### config.mk
export PLATFORM = sky130hd
export DESIGN_NAME = inst_pair_fetch
export DESIGN_NICKNAME = d
export VERILOG_FILES = /design/src/rtl/inst_pair_fetch.sv
export SDC_FILE = /design/constraint.sdc
export NUM_CORES = 1
export LEC_CHECK = 0
export ABC_AREA = 1
export ABC_CLOCK_PERIOD_IN_PS = 15680
export CAP_MARGIN = 5
export CORE_ASPECT_RATIO = 1.75
export CORE_MARGIN = 3
export CORE_UTILIZATION = 55
export CTS_CLUSTER_DIAMETER = 200
export DETAILED_ROUTE_END_ITERATION = 10
export PLACE_DENSITY = 0.78
export SLEW_MARGIN = 25
export SYNTH_ARGS = -nofsm -noshare
export SYNTH_HDL_FRONTEND = slang
export SYNTH_SLANG_ARGS = --single-unit
### constraint.sdc
create_clock -name clk -period 15.68 [get_ports clk]
set_input_delay 3.136 -clock clk [delete_from_list [all_inputs] [get_ports clk]]
set_output_delay 3.136 -clock clk [all_outputs]
set_load 0.005 [all_outputs]
### src/rtl/inst_pair_fetch.sv
// Instruction pair fetch adapter: returns {mem[PC], mem[PC+4]} from a small
// fully-associative pair buffer, fetching both words from a one-word memory port on a miss.
module inst_pair_fetch #(
  parameter int          ENTRIES   = 2,
  parameter logic [31:0] RESET_TAG = 32'hBFC00000
) (
  input  logic        clk,
  input  logic        rst,
  input  logic        cpu_read,
  input  logic [31:0] cpu_addr,
  input  logic        cpu_flush,
  input  logic        cpu_invalidate,
  output logic [31:0] cpu_rdata,
  output logic [31:0] cpu_rdata_2,
  output logic        cpu_stall,
  output logic        mem_read,
  output logic [31:0] mem_addr,
  input  logic [31:0] mem_rdata,
  input  logic        mem_ready
);

  localparam int VW = (ENTRIES > 1) ? $clog2(ENTRIES) : 1;

  typedef enum logic [1:0] {IDLE, FETCH1, FETCH2, FILL} state_t;

  state_t          state;
  logic [29:0]     req_addr;
  logic [31:0]     word0;
  logic [31:0]     word1;
  logic            abort;
  logic [VW-1:0]   victim;

  logic [ENTRIES-1:0] valid;
  logic [29:0]        tag   [ENTRIES];
  logic [31:0]        data0 [ENTRIES];
  logic [31:0]        data1 [ENTRIES];
  logic [ENTRIES-1:0] match;

  logic [29:0] pc_tag;
  logic [1:0]  unused_lsb;
  logic        any_match;
  logic        hit;
  logic        do_fill;

  assign pc_tag     = cpu_addr[31:2];
  assign unused_lsb = cpu_addr[1:0];
  assign any_match  = |match;
  assign hit        = cpu_read && (state == IDLE) && any_match;
  assign cpu_stall  = cpu_read && !hit;
  // Invalidate and flush both win over the FILL write, as does an earlier abort.
  assign do_fill    = (state == FILL) && !abort && !cpu_invalidate && !cpu_flush;

  genvar gi;
  generate
    for (gi = 0; gi < ENTRIES; gi++) begin : g_entry
      assign match[gi] = valid[gi] && (tag[gi] == pc_tag);

      always_ff @(posedge clk or posedge rst) begin
        if (rst) begin
          valid[gi] <= 1'b0;
          tag[gi]   <= RESET_TAG[31:2];
          data0[gi] <= '0;
          data1[gi] <= '0;
        end else begin
          if (cpu_invalidate)
            valid[gi] <= 1'b0;
          else if (do_fill && (victim == VW'(gi)))
            valid[gi] <= 1'b1;
          if (do_fill && (victim == VW'(gi))) begin
            tag[gi]   <= req_addr;
            data0[gi] <= word0;
            data1[gi] <= word1;
          end
        end
      end
    end
  endgenerate

  always_comb begin
    cpu_rdata   = '0;
    cpu_rdata_2 = '0;
    for (int i = 0; i < ENTRIES; i++) begin
      if (hit && match[i]) begin
        cpu_rdata   = cpu_rdata | data0[i];
        cpu_rdata_2 = cpu_rdata_2 | data1[i];
      end
    end
  end

  always_ff @(posedge clk or posedge rst) begin
    if (rst) begin
      state    <= IDLE;
      req_addr <= '0;
      word0    <= '0;
      word1    <= '0;
      abort    <= 1'b0;
      victim   <= '0;
      mem_read <= 1'b0;
      mem_addr <= '0;
    end else begin
      case (state)
        IDLE: begin
          if (cpu_read && !any_match) begin
            req_addr <= pc_tag;
            mem_read <= 1'b1;
            mem_addr <= {pc_tag, 2'b00};
            state    <= FETCH1;
          end
        end
        FETCH1: begin
          if (cpu_flush || cpu_invalidate)
            abort <= 1'b1;
          if (mem_ready) begin
            word0    <= mem_rdata;
            mem_addr <= {req_addr + 30'd1, 2'b00};
            state    <= FETCH2;
          end
        end
        FETCH2: begin
          if (cpu_flush || cpu_invalidate)
            abort <= 1'b1;
          if (mem_ready) begin
            word1    <= mem_rdata;
            mem_read <= 1'b0;
            state    <= FILL;
          end
        end
        default: begin
          if (do_fill)
            victim <= (victim == VW'(ENTRIES - 1)) ? '0 : victim + VW'(1);
          abort <= 1'b0;
          state <= IDLE;
        end
      endcase
    end
  end

endmodule

==> summary.txt, run 1 <==
Status
  • Status: complete, no violations

Setup path
  • Crit path max fanout: 64
  • Crit start category: input port
  • CP arrival: between 6000 and 7000 ps
  • CP Buf/Inv Count: 5
  • Kind of critical path: in2out
  • CP Cell Sequence: clkdlybuf4s50_1 > inv_1 > nand2_1 > nand4_1 > nor2_1 > nand2_1 > nor2_1 > nand2_1 > inv_2 > buf_4 > nand3_1 > nand2_1 > clkdlybuf4s50_1
  • Worst setup EP type: output port
  • Most Frequent Cell on Critical Path: nand2_1
  • Critical-path top delay cell: buf_4
  • Largest delay contributor family on the critical path: buffers and inverters
  • CP required: between 10000 and 15000 ps
  • Crit path largest cell delay: around 600 ps

Timing
  • Fin Hold WS: between 400 and 500 ps
  • Setup TNS: 0 ps
  • Fin. max-slew vios: 0
  • Tmin final: ~9400 ps
  • Maximum clock frequency: around 110 MHz
  • Crit share post-route: 59.9%
  • RSZ-0062 raised after global routing: no
  • Final Skew: 9.78 ps
  • Setup-failing EPs final: 0
  • Worst Max-Slew Pin Slew: 1120 ps
  • Final Hold Fails: 0
  • Slew headroom: about a quarter

Placement
  • Dpl cells: roughly 2300
  • Gpl congestion: 1.06
  • Port Buffer Count: ~160
  • Final HPWL DP: approximately 28000 um

Pwr
  • Power Density: around 170 nW/um2
  • P_leak: roughly 8.6 nW
  • Maximum vdd drop: 0.000104 V

GRT
  • Initial antenna violation count: 1
  • Number of global-route vias before repair: ~13000
  • Largest net degree at the start of global routing: 189
  • Overflow after GRT: 0
  • GR Util All Layers: between 20% and 30%
  • First-pass GRT wire length: roughly 65000 um

Final layout
  • Layout area overhead: 18.7%
  • # diodes: 0
  • Non-filler cells, final: around 2400
  • # fillers: roughly 2300
  • Layout cell share with drive strength beyond 1: under 10%
  • # nets final: about 2100

Clock network
  • Post-CTS Setup Repair Bufs: 0
  • Worst skew pair latency: approximately 560 ps
  • Hold buffer count at cts: 0
  • Root buffer cell: clkbuf_16
  • CTS Buf Count: 30
  • CTS tree: built
  • H-tree lvl count: 1
  • Clock transition at the registers of the reported paths: about 70 ps
  • Clock sinks: between 300 and 400
  • Max clock buf depth: 3
  • CTS-repair resized insts: 0

Route
  • Remaining DRCs: 0
  • DR vias/cell: ~5.5
  • Final WL: between 40000 and 50000 um
  • DRT Pass-1 Iters: 6
  • Iter 0 DRT Violations: 1200
  • Routed len/inst: approximately 17 um
  • Via count: around 13000
  • Antenna Nets Post-Route: 0

Synth
  • Ys Warns: 0
  • Yosys cell types: 32
  • Synth Cell Area: 15000 um2
  • Flops & latches, synth: ~320
  • Syn avg cell area: a little under 8 um2
  • Gate Count Post-Synth: 1915
  • Register area share after synthesis: approximately 53%

Floorplan
  • Top-Level Pins: 168
  • Die area: a little under 30000 um2
  • Core outline area: approximately 27000 um2
  • Die H: around 220 um
  • Die width: around 130 um
  • Initial Util: between 50 and 60%
  • # rows: 79

Job
  • Max-cap violation count: 0

Hold path
  • Hold Crit Class: reg2reg
[Yosys cell counts]
cell	n	share of area, %
a21oi_1	5	0.17
a22oi_1	1	0.050
a31oi_1	4	0.17
buf_2	29	0.97
buf_4	6	0.30
clkbuf_1	68	1.7
clkbuf_2	1	0.033
clkinv_1	2	0.050
conb_1	1	0.025
dfrtp_1	301	50
dfstp_2	18	3.2
ha_1	6	0.50
inv_1	231	5.8
inv_2	13	0.33
nand2_1	619	15
nand2_2	2	0.083
nand3_1	159	5.3
nand3_2	1	0.067
nand4_1	12	0.50
nor2_1	46	1.2
nor3_1	20	0.67
nor3_2	2	0.13
nor4_1	1	0.042
o211ai_1	1	0.050
o21a_1	1	0.050
o21ai_0	311	10
o21ai_1	21	0.70
o22a_1	1	0.058
o22ai_1	1	0.042
or2_2	1	0.042
xnor2_1	14	0.82
xor2_1	16	0.93
[kinds of logic after synthesis]
family                   Yosys count  synth area share [%]
AND/OR/NAND/NOR                  863                  23.5
buffers and inverters            350                  9.16
AO/OA/AOI/OAI                    346                  11.7
flip-flops                       319                  53.4
XOR/XNOR                          30                  1.75
adder cells (fa/ha/maj)            6                 0.501
other                              1                0.0250
[final timing paths]
| kind | startpoint | to | slack [ps] | cells after the start |
|---|---|---|---|---|
| worst min-delay path | mem_addr[11] | mem_addr[11] | 470 | 2 |
| min in group asynchronous | rst | tag[33] | 3110 | 2 |
| worst max-delay path | cpu_addr[21] | cpu_rdata_2[0] | 6290 | 13 |
| max in group asynchronous | rst | word1[12] | 10970 | 4 |
| worst max register to register | tag[21] | mem_addr[28] | 12690 | 12 |
| worst min register to register | mem_addr[11] | mem_addr[11] | 470 | 2 |
[per-layer routing]
layer / vias to the layer above / share of wire (%) / track usage, %
met1: 6132 / 37 / 32.8
met2: 427 / 50 / 47.4
li1: 6234 / - / -
met4: 2 / 8.1 / 19.1
met3: 139 / 4.7 / 4.11
met5: - / 0.032 / 0
[worst register-to-register path, cell delays in order (launching register included)]
cell and delay (ps):
dfstp_2 550, inv_1 40, nand2_1 240, nand4_1 140, nor2_1 110, nand2_1 140
nor2_1 190, nand2_1 140, nand3_2 100, nand2_2 220, nand2_2 730, nand2_1 160
o21ai_1 140
[metrics by stage]
step | setup WS (ps) | total power [mW] | utilization, % | instance area (um2)
6_report | 6290 | 3.05 | 66.7 | 17800
3_5_place_dp | 6330 | 2.30 | 62.7 | 16700
3_3_place_gp | 6350 | 2.26 | 62.6 | 16700
4_1_cts | 6320 | 3.07 | 66.6 | 17800
2_1_floorplan | 3750 | 1.97 | - | 15000
5_1_grt | 6130 | 3.28 | 66.7 | 17800
[final cells by class]
cell class / count / area (um2) / area share (%)
clock buffers: 42 / 887 / 4.98
clock inverters: 11 / 138 / 0.773
inverters: 246 / 932 / 5.24
multi-input cells: 1247 / 5640 / 31.7
flip-flops and latches: 319 / 8010 / 45.0
well taps: 324 / 405 / 2.28
repair buffers: 177 / 1790 / 10.1
[sequential cells by signal (all words and copies together), names as in the netlist]
register,flops
req_addr,30
mem_read,1
data0,64
state,2
tag,60
word1,32
valid,2
data1,64
word0,32
victim,1
abort,1
mem_addr,30
[cell usage in the layout (no fill, tap or decap), types with 5 or more instances in the layout]
master / netlist / routed
ha_1: 6 / 6
clkinv_2: 0 / 6
inv_1: 231 / 229
dfrtp_1: 301 / 301
dfstp_2: 18 / 18
nand4_1: 12 / 12
clkdlybuf4s50_1: 0 / 163
o21ai_1: 21 / 21
nand2_1: 619 / 617
nand3_1: 159 / 158
inv_2: 13 / 13
a21oi_1: 5 / 5
nor2_1: 46 / 46
clkbuf_16: 0 / 31
nor3_1: 20 / 20
xor2_1: 16 / 16
clkbuf_8: 0 / 7
o21ai_0: 311 / 311
xnor2_1: 14 / 14
buf_4: 6 / 11
[where the power goes]
group,internal (mW),switching [mW],leakage (nW)
Sequential,1.17,0.221,4.13
Clock,0.441,0.313,0.499
Combinational,0.344,0.566,4.01
Total,1.95,1.10,8.64
Note: power is estimated with default switching activity, not from simulation.
==> inputs of run 2 (changes only) <==
Settings changed: ABC_CLOCK_PERIOD_IN_PS 15680 to 9500.
Clock period 15.68 ns to 9.5 ns, I/O delays scaled along.
==> summary.txt, run 2 (synthesis results as in run 1) <==
Clock network
  • Max clock buf depth: 3
  • Clock transition at the registers of the reported paths: roughly 60 ps
  • CTS-repair resized insts: 0
  • Post-CTS Setup Repair Bufs: 0
  • Root buffer cell: clkbuf_16
  • H-tree lvl count: 1
  • CTS Buf Count: 29
  • Hold buffer count at cts: 0
  • Clock sinks: about 320
  • CTS tree: built
  • Worst skew pair latency: ~570 ps

Setup path
  • Largest delay contributor family on the critical path: buffers and inverters
  • CP required: between 7000 and 8000 ps
  • Crit path max fanout: 36
  • CP arrival: between 5000 and 6000 ps
  • Crit path largest cell delay: ~560 ps
  • CP Buf/Inv Count: 4
  • Worst setup EP type: output port
  • Reg2reg end: mem_addr[4]
  • Most Frequent Cell on Critical Path: nand2_1
  • Reg-to-reg setup timing slack: around 6500 ps
  • Crit start category: input port
  • Reg2reg start: tag[21]
  • Kind of critical path: in2out
  • Critical-path top delay cell: inv_2
  • R2R depth: 12
  • CP Cell Sequence: clkdlybuf4s50_1 > nand2_1 > nand4_1 > nor2_1 > nand2_1 > nor2_1 > nand2_1 > inv_2 > buf_4 > nand3_1 > nand2_1 > clkdlybuf4s50_1

Pwr
  • Power Density: 282 nW/um2
  • Psw: around 1.8 mW
  • Maximum vdd drop: between 0.0002 and 0.00025 V
  • Sequential power share: between 40 and 50%
  • Switching share of power: between 30% and 40%
  • Clk pwr share: about a quarter
  • P_leak: around 8.6 nW
  • Internal: ~3.2 mW
  • Combinational power share: a little under a third

Floorplan
  • Die area: between 20000 and 30000 um2
  • Die H: 224 um
  • Initial Util: between 50 and 60%
  • Die width: between 100 and 150 um
  • # rows: 79
  • Core outline area: 26700 um2
  • Top-Level Pins: between 150 and 200

Route
  • Remaining DRCs: 0
  • Iter 0 DRT Violations: between 800 and 900
  • DR vias/cell: about 5.4
  • Routed len/inst: roughly 18 um
  • Final WL: roughly 43000 um
  • DRT Pass-1 Iters: 5
  • Antenna Nets Post-Route: 0
  • Via count: 12873

GRT
  • Initial antenna violation count: 0
  • Number of global-route vias before repair: roughly 13000
  • GR Util All Layers: 29.5%
  • First-pass GRT wire length: 67900 um
  • Largest net degree at the start of global routing: 157
  • Overflow after GRT: 0

Hold path
  • Hold depth: 2
  • Min-Delay Startpoint: mem_addr[7]
  • Hold worst-path end: mem_addr[7]
  • Hold Crit Class: reg2reg

Timing
  • Tmin final: slightly above 7000 ps
  • Slew headroom: between 20 and 30%
  • Fin Hold WS: between 400 and 500 ps
  • Maximum clock frequency: between 100 and 150 MHz
  • Worst Max-Slew Pin Slew: around 1100 ps
  • Setup TNS: 0 ps
  • Fin. max-slew vios: 0
  • Final Skew: 19.1 ps
  • Crit share post-route: between 70% and 80%
  • Setup-failing EPs final: 0
  • Final Hold Fails: 0
  • RSZ-0062 raised after global routing: no

Status
  • Status: complete, no violations

Final layout
  • Layout area overhead: 18.2%
  • Commonest non-fill, non-tap cell in the layout: nand2_1
  • Fin util: about two thirds
  • # nets final: roughly 2100
  • # fillers: ~2300
  • Layout cell share with drive strength beyond 1: between 4 and 5%
  • Most frequent cells in the layout: 617 x nand2_1, 311 x o21ai_0, 301 x dfrtp_1
  • Final Cell Area: 17700 um2
  • Top Registers: data0: 64 flops, data1: 64 flops, tag: 60 flops

Placement
  • Port Buffer Count: between 150 and 200
  • Gpl congestion: between 0.9 and 1
  • Final HPWL DP: approximately 29000 um
  • Placed inst area: ~17000 um2

Job
  • Max-cap violation count: 0
==> run 2: changes by cell type in the layout (fill, tap and decap cells not counted), moves of 2 or more <==
cell,before,now
buf_16,2,0
clkbuf_8,7,11
clkinv_2,6,3
clkbuf_16,31,29
clkbuf_1,4,8
bufinv_16,3,1
==> run 2: worst max-delay path by stage <==
stage / from / endpoint / slack [ps] / cells after the start
floorplan: rst / abort / 3360 / 1
global placement: cpu_addr[2] / cpu_rdata_2[0] / 2350 / 15
detailed placement: cpu_addr[2] / cpu_rdata_2[0] / 2400 / 15
CTS: cpu_addr[2] / cpu_rdata_2[0] / 2370 / 15
global route: cpu_addr[2] / cpu_rdata[3] / 2180 / 15
finish: cpu_addr[23] / cpu_rdata[29] / 2400 / 12
==> run 2: metrics by stage <==
stage	total power [mW]	setup slack (ps)	instances
2_1_floorplan	3.25	3360	1916
3_3_place_gp	3.74	2350	2312
3_5_place_dp	3.83	2400	2312
4_1_cts	5.03	2370	2366
5_1_grt	5.38	2180	2367
6_report	5.00	2400	2368
==> run 2: worst reg2reg max path, cell delays in order (launching register included) <==
cell and delay, ps:
dfstp_2 550, inv_1 40, nand2_1 220, nand4_1 160
nor2_1 120, nand2_1 130, nor2_1 160, nand2_1 140
nand3_2 100, nand2_2 230, nand2_2 740, nand2_1 170
o21ai_1 120
==> run 2: final cells by class <==
| type | count | area (um2) | share of cell area (%) |
|---|---|---|---|
| inverter | 246 | 930 | 5.25 |
| multi-input combinational | 1247 | 5640 | 31.8 |
| clock buffer | 48 | 907 | 5.12 |
| timing repair buffer | 177 | 1770 | 9.97 |
| clock inverter | 6 | 61.3 | 0.346 |
| tap | 324 | 405 | 2.29 |
| sequential | 319 | 8010 | 45.2 |
| antenna | 1 | 2.50 | 0.0141 |
==> run 2: power by group through the flow <==
stage	registers, mW	logic [mW]	clock network [mW]
after global placement	2.28	1.47	0
after CTS	2.29	1.54	1.21
after detailed placement	2.31	1.52	0
after global routing	2.36	1.76	1.26
final	2.30	1.52	1.18
after floorplan	2.22	1.04	0
==> run 2: metal layers <==
layer	GRT usage (%)	wire, um
met2	50.7	21700
met4	18.0	3090
met1	34.0	15700
met5	0	0
met3	4.66	2260
==> inputs of run 3 (changes only) <==
Settings changed: ABC_CLOCK_PERIOD_IN_PS 9500 to 6700.
Clock period 9.5 ns to 6.7 ns, I/O delays scaled along.
==> summary.txt, run 3 (synthesis results as in run 1) <==
Setup path
  • CP required: between 5000 and 6000 ps
  • Worst setup EP type: output port
  • Crit path max fanout: 64
  • Crit start category: input port
  • CP startpoint: cpu_addr[23]
  • CP arrival: approximately 4200 ps
  • Kind of critical path: in2out
  • Reg2reg start: tag[21]

Placement
  • Port Buffer Count: 163
  • Gpl congestion: 1.00
  • Final HPWL DP: slightly below 30000 um

Clock network
  • CTS-repair resized insts: 0
  • Root buffer cell: clkbuf_16
  • Clock sinks: about 320
  • Max clock buf depth: 3
  • Hold buffer count at cts: 0
  • Post-CTS Setup Repair Bufs: 0
  • Worst skew pair latency: 580 ps
  • Clock transition at the registers of the reported paths: roughly 70 ps
  • H-tree lvl count: 1
  • CTS tree: built
  • CTS Buf Count: 29

Timing
  • Tmin final: roughly 5500 ps
  • RSZ-0062 raised after global routing: no
  • Worst Max-Slew Pin Slew: between 1000 and 1500 ps
  • Final Hold Fails: 0
  • Maximum clock frequency: about 180 MHz
  • Setup-failing EPs final: 0
  • Crit share post-route: 82.6%
  • Setup TNS: 0 ps
  • Fin. max-slew vios: 0
  • Final Skew: 18.5 ps
  • Slew headroom: between 20% and 30%

Pwr
  • P_leak: about 8.7 nW
  • Power Density: 407 nW/um2
  • Maximum vdd drop: 0.000250 V
  • Power Total: around 7.3 mW

Final layout
  • # diodes: 0
  • # nets final: about 2100
  • Layout cell share with drive strength beyond 1: between 5 and 6%
  • Top Registers: data0: 64 flops, data1: 64 flops, tag: 60 flops
  • Layout area overhead: 19.2%
  • Commonest non-fill, non-tap cell in the layout: nand2_1
  • Most frequent cells in the layout: 617 x nand2_1, 311 x o21ai_0, 301 x dfrtp_1
  • # fillers: approximately 2300

GRT
  • Initial antenna violation count: 0
  • Largest net degree at the start of global routing: approximately 140
  • First-pass GRT wire length: roughly 67000 um
  • Overflow after GRT: 0
  • GR Util All Layers: a little under 30%
  • Number of global-route vias before repair: between 10000 and 15000

Floorplan
  • Die H: 224 um
  • Die width: roughly 130 um
  • Initial Util: 56.2%
  • Die area: between 20000 and 30000 um2
  • Core outline area: 26700 um2
  • Top-Level Pins: between 150 and 200
  • # rows: roughly 80

Status
  • Status: complete, no violations

Route
  • Via count: about 13000
  • DR vias/cell: around 5.4
  • Remaining DRCs: 0
  • Routed len/inst: 18.0 um
  • Iter 0 DRT Violations: 977
  • DRT Pass-1 Iters: 6
  • Final WL: ~43000 um
  • Antenna Nets Post-Route: 0

Job
  • Max-cap violation count: 0

Hold path
  • Hold Crit Class: reg2reg
  • Min-Delay Startpoint: mem_addr[13]
-- run 3: cell types whose count changed in the layout (fill, tap and decap cells not counted), sizes merged --
cell / delta
buf: +1
bufinv: +5
clkbuf: -10
clkinv: +5
clkinvlp: -1
diode: -1
-- run 3: path summary, 6_finish.rpt --
path | end | slack (ps) | cells after the start
max in group asynchronous | tag[45] | 4300 | 4
min in group asynchronous | data0[61] | 1110 | 2
min | mem_addr[13] | 470 | 2
min reg2reg | mem_addr[13] | 470 | 2
max reg2reg | mem_addr[16] | 3640 | 12
max | cpu_rdata_2[0] | 1160 | 12
-- run 3: per-layer routing --
layer,global-route usage [%],vias up,routed length [um]
li1,-,6217,-
met1,33.4,6129,15500
met2,50.4,428,21800
met3,4.33,108,2200
met4,18.1,0,3090
met5,0,-,0
-- run 3: report_power, final --
part | switching (mW) | internal [mW] | leakage [nW]
Clock | 0.748 | 1.11 | 0.537
Sequential | 0.519 | 2.73 | 4.13
Combinational | 1.35 | 0.805 | 4.01
Total | 2.62 | 4.65 | 8.68
-- run 3: final cells by class --
class	count	area (um2)	area share, %
Timing Repair Buffer	178	1810	10.1
Sequential cell	319	8010	44.8
Clock inverter	15	236	1.32
Tap cell	324	405	2.27
Multi-Input combinational cell	1247	5650	31.6
Inverter	246	928	5.19
Clock buffer	38	840	4.70
-- run 3: critical path: stages --
cell and delay [ps]:
clkdlybuf4s50_1 490, nand2_1 320, nand4_1 150, nor2_1 150, nand2_1 160, nor2_1 190, nand2_1 140, inv_2 90
buf_12 290, nand3_1 110, nand2_1 200, clkdlybuf4s50_1 530
-- run 3: stage by stage --
step / instance area [um2] / util [%] / hold WS [ps] / std cells / setup WS, ps
floorplan: 15000 / - / 453 / 1916 / 1120
global placement: 16800 / 62.8 / 454 / 2313 / 1210
detailed placement: 16800 / 62.9 / 457 / 2313 / 1190
CTS: 17900 / 66.9 / 474 / 2366 / 1190
global route: 17900 / 67.0 / 503 / 2367 / 1100
finish: 17900 / 67.0 / 471 / 2367 / 1160
